## config.mk

```make
export PLATFORM = sky130hd
export DESIGN_NAME = bcd_to_bin_dabble
export DESIGN_NICKNAME = d
export VERILOG_FILES = /design/src/rtl/bcd_to_bin_dabble_pkg.sv /design/src/rtl/bcd_to_bin_dabble_digit_sub3.sv /design/src/rtl/bcd_to_bin_dabble.sv
export SDC_FILE = /design/constraint.sdc
export NUM_CORES = 1
export LEC_CHECK = 0
export CELL_PAD_IN_SITES_DETAIL_PLACEMENT = 1
export CELL_PAD_IN_SITES_GLOBAL_PLACEMENT = 1
export CORE_AREA = 2 2 89 91
export CTS_CLUSTER_SIZE = 24
export DETAILED_ROUTE_END_ITERATION = 10
export DIE_AREA = 0 0 91 93
export PLACE_DENSITY = 0.69
export SYNTH_ARGS = -nofsm -noshare
export SYNTH_HDL_FRONTEND = slang
export SYNTH_SLANG_ARGS = --single-unit
```

## constraint.sdc

```tcl
create_clock -name clk -period 4.1 [get_ports clk]
set_clock_uncertainty 0.05 [all_clocks]
set_input_delay 0.615 -clock clk [delete_from_list [all_inputs] [get_ports clk]]
set_output_delay 0.615 -clock clk [all_outputs]
set_load 0.01 [all_outputs]
```

## src/rtl/bcd_to_bin_dabble_pkg.sv

```systemverilog
// Shared definitions for the double-dabble converter family (BCD<->binary).
package bcd_to_bin_dabble_pkg;

  // FSM encodings shared with the binary-to-BCD block
  typedef enum logic [1:0] {
    ST_IDLE  = 2'd0,
    ST_SHIFT = 2'd1,
    ST_DONE  = 2'd2
  } dabble_state_t;

  localparam int         BCD_DIGIT_W = 4;
  // Correction applied per digit: reverse direction subtracts it at >= 8,
  // forward (binary-to-BCD) direction adds it at >= 5.
  localparam logic [3:0] DABBLE_CORR       = 4'd3;
  localparam logic [3:0] DABBLE_SUB_THRESH = 4'd8;
  localparam logic [3:0] DABBLE_ADD_THRESH = 4'd5;

  // A packed BCD digit is legal only in the range 0..9
  function automatic logic digit_is_valid(input logic [BCD_DIGIT_W-1:0] digit);
    return (digit <= 4'd9);
  endfunction

endpackage

```

## src/rtl/bcd_to_bin_dabble_digit_sub3.sv

```systemverilog
// One BCD digit correction cell for the reverse double-dabble shift.
module bcd_digit_sub3
  import bcd_to_bin_dabble_pkg::*;
(
  input  logic [BCD_DIGIT_W-1:0] digit_in,
  output logic [BCD_DIGIT_W-1:0] digit_out
);

  // After a right shift a digit >= 8 carried a half-ten from the digit above; remove the excess 3
  always_comb begin
    digit_out = digit_in;
    if (digit_in >= DABBLE_SUB_THRESH)
      digit_out = digit_in - DABBLE_CORR;
  end

endmodule

```

## src/rtl/bcd_to_bin_dabble.sv

```systemverilog
// Iterative reverse double-dabble: packed BCD in, unsigned binary out, one bit per clock.
module bcd_to_bin_dabble
  import bcd_to_bin_dabble_pkg::*;
#(
  parameter int DIGITS = 4,
  parameter int BIN_W  = 14
) (
  input  logic                            clk,
  input  logic                            rst,
  input  logic                            start,
  input  logic [BCD_DIGIT_W*DIGITS-1:0]   bcd_in,
  output logic                            busy,
  output logic                            done,
  output logic [BIN_W-1:0]                bin_out,
  output logic                            invalid
);

  localparam int BCD_W = BCD_DIGIT_W * DIGITS;
  localparam int CNT_W = $clog2(BIN_W + 1);
  localparam logic [CNT_W-1:0] LAST_ITER = CNT_W'(BIN_W - 1);

  dabble_state_t    state, state_nxt;
  logic [CNT_W-1:0] count;
  logic [BCD_W-1:0] bcd_reg, bcd_shift, bcd_nxt;
  logic [BIN_W-1:0] bin_reg, bin_nxt;
  logic             in_valid;
  logic             accept;
  logic             last_iter;

  assign bcd_shift = bcd_reg >> 1;
  assign bin_nxt   = {bcd_reg[0], bin_reg[BIN_W-1:1]};
  assign last_iter = (count == LAST_ITER);
  assign accept    = (state == ST_IDLE) && start;

  for (genvar d = 0; d < DIGITS; d++) begin : g_digit
    bcd_digit_sub3 u_sub3 (
      .digit_in  (bcd_shift[d*BCD_DIGIT_W +: BCD_DIGIT_W]),
      .digit_out (bcd_nxt[d*BCD_DIGIT_W +: BCD_DIGIT_W])
    );
  end

  // Flag any illegal digit in the presented input
  always_comb begin
    in_valid = 1'b1;
    for (int d = 0; d < DIGITS; d++)
      if (!digit_is_valid(bcd_in[d*BCD_DIGIT_W +: BCD_DIGIT_W]))
        in_valid = 1'b0;
  end

  // State register
  always_ff @(posedge clk) begin
    if (rst) state <= ST_IDLE;
    else     state <= state_nxt;
  end

  // Next-state and status outputs
  always_comb begin
    state_nxt = state;
    busy      = 1'b0;
    done      = 1'b0;
    case (state)
      ST_IDLE: begin
        if (start) state_nxt = in_valid ? ST_SHIFT : ST_DONE;
      end
      ST_SHIFT: begin
        busy = 1'b1;
        if (last_iter) state_nxt = ST_DONE;
      end
      ST_DONE: begin
        busy      = 1'b1;
        done      = 1'b1;
        state_nxt = ST_IDLE;
      end
      default: state_nxt = ST_IDLE;
    endcase
  end

  // Iteration counter and result/flag registers
  always_ff @(posedge clk) begin
    if (rst) begin
      count   <= '0;
      bin_out <= '0;
      invalid <= 1'b0;
    end else if (accept) begin
      count <= '0;
      if (in_valid) begin
        invalid <= 1'b0;
      end else begin
        bin_out <= '0;
        invalid <= 1'b1;
      end
    end else if (state == ST_SHIFT) begin
      count <= count + CNT_W'(1);
      if (last_iter) bin_out <= bin_nxt;
    end
  end

  // Shift/correct datapath; input captured at accept so later bcd_in changes are ignored
  always_ff @(posedge clk) begin
    if (accept) begin
      bcd_reg <= bcd_in;
      bin_reg <= '0;
    end else if (state == ST_SHIFT) begin
      bcd_reg <= bcd_nxt;
      bin_reg <= bin_nxt;
    end
  end

endmodule

```

==> results.txt, run 1 <==
Sw Share -> 0.267
Final Cell Area -> 3060 um2
Worst Path Required -> 4220 ps
Max cap viols -> 0
Hold Violations, Final -> 0
Die area -> 8460 um2
Net Switching -> 0.296 mW
Via density -> 5.06
Final number of setup-violating endpoints -> 0
Power Dens Cells -> 362 nW/um2
Crit Path Class -> reg -> reg
Seq/Total Area, Yosys -> 0.453
Clock share of power -> 0.306
Die Ht -> 93 um
Vias in the first global route -> 2077
Detail Route Antenna Nets -> 0
Cells after synthesis -> 271
Post-CTS Setup Repair Bufs -> 0
Drt wl/cell -> 14.6 um
Final nets -> 327
Clk sink count -> 50
HP Class -> reg -> reg
Most common cell after layout, fill and taps aside -> nand2_1
Crit-path max FO -> 16
Post-layout util -> 0.407
Final worst path period need -> 2350 ps
Area after DPL -> 2950 um2
DIE WIDTH -> 91 um
Post-CTS Resized -> 0
Fraction of final layout cells sized beyond drive strength 1 -> 0.0470
Synth unique cells -> 36
Clock root buffer -> clkbuf_8
Initial antenna violation count -> 0
Fmax -> 425 MHz
Port Buf Inserts -> 35
Synthesized net count -> 301
CTS tree -> built
Post-Route WL -> 5850 um
Worst-skew pair later-pin latency -> 300 ps
Number of synthesized register bits -> 50
Crit share post-route -> 0.574
N_diodes -> 0
Netlist Area Pre-Place -> 2560 um2
Grt total ovfl -> 0
DRC Markers -> 0
Setup crit start kind -> register
Iteration-0 DRC Markers -> 57
Status -> finished, final reports clean
Starting Density -> 0.340
CP endpoint kind -> register
CP arrival -> 2470 ps
Ys Warns -> 0
CTS HTree Levels -> 2
Largest register FFs -> 16
Area grow syn2layout -> 19.6%
Final slew viol count -> 0
Multi-input gate area -> 1250 um2
Sequential share of power -> 0.527
Post-detail-place hpwl -> 3860 um
VDD IR-drop max -> 0.000154 V
Comb power frac -> 0.166
FILL cells -> 916
Leak -> 1.06 nW
Mean area per synthesized cell -> 9.46 um2
Most frequent cells in the layout -> nand2_1, clkdlybuf4s50_1, dfxtp_1
Gr usage total -> 0.145
Setup TNS -> 0 ps
Hold-fix buffer count after cts -> 0
Inserted Clock Buffers -> 5
Clock slew at reported path FFs -> 90 ps
Std cell rows -> 32
Clk buf depth -> 2
Largest net degree at the start of global routing -> 57
P_int -> 0.813 mW
FF/Latch Area -> 1160 um2
Router iterations before antenna repair -> 4
Worst-margin pin slew -> 1020 ps
CORE AREA -> 7530 um2
RSZ-0062 raised after global routing -> no
I/O pins -> 36
Vias post-DR -> 2024
Routability cong. -> 0.763
Max-slew headroom -> 0.317
First-pass GRT wire length -> 10000 um
-- cells in the mapped netlist --
library cell	n	area, um2
nand4_1	2	12.5
and2b_1	1	7.51
nand4b_1	14	123
a211o_1	1	8.76
ha_1	11	138
inv_1	10	37.5
dfxtp_1	34	681
buf_6	1	11.3
a21oi_1	4	20.0
and4_1	1	8.76
nand4_2	1	12.5
o21ai_1	5	25.0
xor2_1	2	17.5
o21ai_0	11	55.1
nor3_1	3	15.0
and3_1	1	6.26
and2_1	1	6.26
nor2b_1	18	113
buf_4	5	37.5
o211ai_1	14	105
a2111oi_2	1	15.0
mux2i_1	16	160
buf_2	11	55.1
o32ai_1	1	8.76
o311a_1	1	10.0
nand2b_1	1	6.26
nand3_1	15	75.1
o31ai_1	1	7.51
xnor2_1	7	61.3
o21bai_1	1	7.51
a21boi_0	1	7.51
edfxtp_1	16	480
clkbuf_1	2	7.51
nand2_1	40	150
nor2_1	16	60.1
o21ba_2	1	10.0
-- critical path, stage by stage, from the launching register on --
cell and delay, ps:
dfxtp_1 330, inv_1 90, ha_1 420, buf_4 350, nand4_1 570, nand3_1 290
o211ai_1 110
-- stage by stage --
stage	cells	worst slack [ps]	total power, mW	hold WS, ps
finish	400	1750	1.11	457
detailed placement	392	1470	0.786	439
global placement	392	1540	0.778	434
floorplan	271	2290	0.720	411
CTS	400	1720	1.12	461
global route	400	1490	1.17	515
-- cell families (layout without fill, tap and decap cells) --
logic type | after synthesis | count (layout) | share of synthesized area
AOI/OAI and AO/OA | 42 | 42 | 0.109
xor gates and xnor gates | 9 | 9 | 0.0308
adders and majority gates | 11 | 11 | 0.0537
buffers and inverters | 29 | 56 | 0.0581
DFF | 50 | 50 | 0.453
muxes | 16 | 16 | 0.0625
and+or+nand+nor | 114 | 114 | 0.232
-- power by group through the flow --
stage	Clock, mW	Combinational (mW)	Sequential, mW
after floorplan	0	0.132	0.589
after global placement	0	0.182	0.595
after detailed placement	0	0.188	0.598
after CTS	0.349	0.190	0.586
after global routing	0.373	0.211	0.589
final	0.339	0.185	0.585
-- cell type report --
cell class                 count  area share
inverter                      10      0.0122
sequential                    50       0.379
multi-input combinational    192       0.409
timing repair buffer          38       0.122
clock buffer                   8      0.0363
tap                          102      0.0416
-- metal layers --
metal | part of all wire | up-vias | track usage
li1 | - | 999 | -
met1 | 0.47 | 993 | 0.190
met2 | 0.49 | 27 | 0.247
met3 | 0.023 | 5 | 0.0258
met4 | 0.013 | 0 | 0.0417
met5 | 0 | - | 0
-- path summary, 6_finish.rpt --
check	startpoint	slack, ps	cells past startpoint	endpoint
setup / recovery	state[1]$_SDFFE_PP0P_	1750	6	bin_out[2]$_SDFFE_PP0P_
hold / removal	bin_reg[1]$_SDFFE_PP0P_	460	2	bin_reg[1]$_SDFFE_PP0P_
setup reg to reg	state[1]$_SDFFE_PP0P_	1750	6	bin_out[2]$_SDFFE_PP0P_
hold reg to reg	bin_reg[1]$_SDFFE_PP0P_	460	2	bin_reg[1]$_SDFFE_PP0P_
Power figures use the tool's default switching activity.
==> run 2: changes to the inputs <==
- PLACE_DENSITY: 0.69 -> 0.72
- clock period: 4.1 -> 1.9 ns (I/O delays scaled with it)
==> run 2 against run 1 <==
Net effect: sequential share of layout area shrank 1.4 points; clock power rose by 110%; final area is 3.8% higher; worst hold slack gained 21 ps; total power increased by 120%; combinational power increased by 140%; register-to-register slack worse by 1400 ps; clock-buffer cell count fell by 2; via count grew 1.8%.
==> results.txt, run 2 (synthesis results as in run 1) <==
Clk buf depth -> 2
Gr usage total -> 0.147
Vias in the first global route -> 2265
RSZ-0062 raised after global routing -> no
Clock root buffer -> clkbuf_8
FF/Latch Area -> 1160 um2
Max-slew headroom -> 0.801
Post-layout util -> 0.423
Post-CTS Resized -> 0
Most frequent cells in the layout -> nand2_1, dfxtp_1, clkdlybuf4s50_1
Worst-margin pin slew -> 299 ps
Fin worst setup slack -> 157 ps
Clk sink count -> 50
Routability cong. -> 0.773
Worst Path Buf+Inv -> 2
CP arrival -> 1410 ps
Die Ht -> 93 um
Via density -> 5.04
Setup TNS -> 0 ps
Inserted Clock Buffers -> 5
DRC Markers -> 0
CTS HTree Levels -> 2
Hold Violations, Final -> 0
Initial antenna violation count -> 0
CP endpoint kind -> primary output
Leak -> 1.13 nW
Final worst path period need -> 1740 ps
Fmax -> 574 MHz
HP Class -> reg -> reg
Starting Density -> 0.340
Multi-input gate area -> 1250 um2
FILL cells -> 905
Largest net degree at the start of global routing -> 37
Grt total ovfl -> 0
Hold-fix buffer count after cts -> 0
VDD IR-drop max -> 0.000311 V
Iteration-0 DRC Markers -> 63
Largest stage delay, worst path -> 530 ps
Fraction of final layout cells sized beyond drive strength 1 -> 0.0782
First-pass GRT wire length -> 10200 um
Post-detail-place hpwl -> 4050 um
Setup crit start kind -> register
Area grow syn2layout -> 24.1%
Non-filler cells, final -> 409
Largest register FFs -> 16
Final nets -> 336
Final slew viol count -> 0
Final number of setup-violating endpoints -> 0
Clock slew at reported path FFs -> 90 ps
Power Dens Cells -> 766 nW/um2
Vias post-DR -> 2061
I/O pins -> 36
Top delay family on crit path -> buffers and inverters
Crit share post-route -> 0.918
Port Buf Inserts -> 35
Most common cell after layout, fill and taps aside -> nand2_1
Worst Path Required -> 1560 ps
CORE AREA -> 7530 um2
CTS tree -> built
Die area -> 8460 um2
Crit Path Class -> reg -> out
Post-CTS Setup Repair Bufs -> 0
Drt wl/cell -> 14.5 um
Post-Route WL -> 5920 um
Worst-skew pair later-pin latency -> 310 ps
Highest-delay cell along the critical path -> clkdlybuf4s50_1
Max cap viols -> 0
Crit-path max FO -> 3
DP Cell Count -> 401
Post-placement setup slack -> 177 ps
CP cell instances -> inv_1 -> ha_1 -> clkdlybuf4s50_1
Router iterations before antenna repair -> 4
Std cell rows -> 32
N_diodes -> 0
Status -> finished, final reports clean
DIE WIDTH -> 91 um
Detail Route Antenna Nets -> 0
[run 2: changes by cell type in the layout (fill, tap and decap cells not counted), sizes merged]
cell and delta:
clkinv +1, inv +1, dlymetal6s2s +1, clkdlybuf4s50 -1, clkbuf -2, buf +9
[run 2: path summary, 6_finish.rpt]
kind,from,endpoint,slack [ps],depth (start not counted)
max,state[0]$_SDFFE_PP0P_,done,160,3
max reg2reg,state[0]$_SDFFE_PP0P_,count[1]$_SDFFE_PP0P_,330,5
min,bin_reg[1]$_SDFFE_PP0P_,bin_reg[1]$_SDFFE_PP0P_,480,2
min reg2reg,bin_reg[1]$_SDFFE_PP0P_,bin_reg[1]$_SDFFE_PP0P_,480,2
[run 2: worst register-to-register path, cell delays in order (launching register included)]
cell and delay, ps:
dfxtp_1 350, inv_1 80, ha_1 250, and2_2 230, buf_12 170, a2111oi_2 350
[run 2: cell type report]
| type | count | area share |
|---|---|---|
| multi-input combinational | 192 | 0.394 |
| inverter | 10 | 0.0118 |
| clock buffer | 6 | 0.0295 |
| tap | 102 | 0.0401 |
| sequential | 50 | 0.365 |
| clock inverter | 2 | 0.00433 |
| timing repair buffer | 47 | 0.155 |
[run 2: report_power, final]
group	switching, mW	internal (mW)
logic	0.233	0.215
registers	0.0645	1.20
clock network	0.380	0.343
[run 2: metal layers]
layer / vias to the layer above / wire length [um] / GRT usage
met5: - / 0 / 0
met3: 5 / 142 / 0.0234
met4: 0 / 78 / 0.0442
li1: 1011 / - / -
met1: 1013 / 2720 / 0.175
met2: 32 / 2980 / 0.272
[run 2: stage by stage]
step                total power [mW]  hold WS, ps  cell area (um2)
floorplan                       1.55          409             2560
CTS                             2.46          485             3180
finish                          2.44          478             3180
global route                    2.56          514             3180
global placement                1.73          429             3070
detailed placement              1.74          443             3070
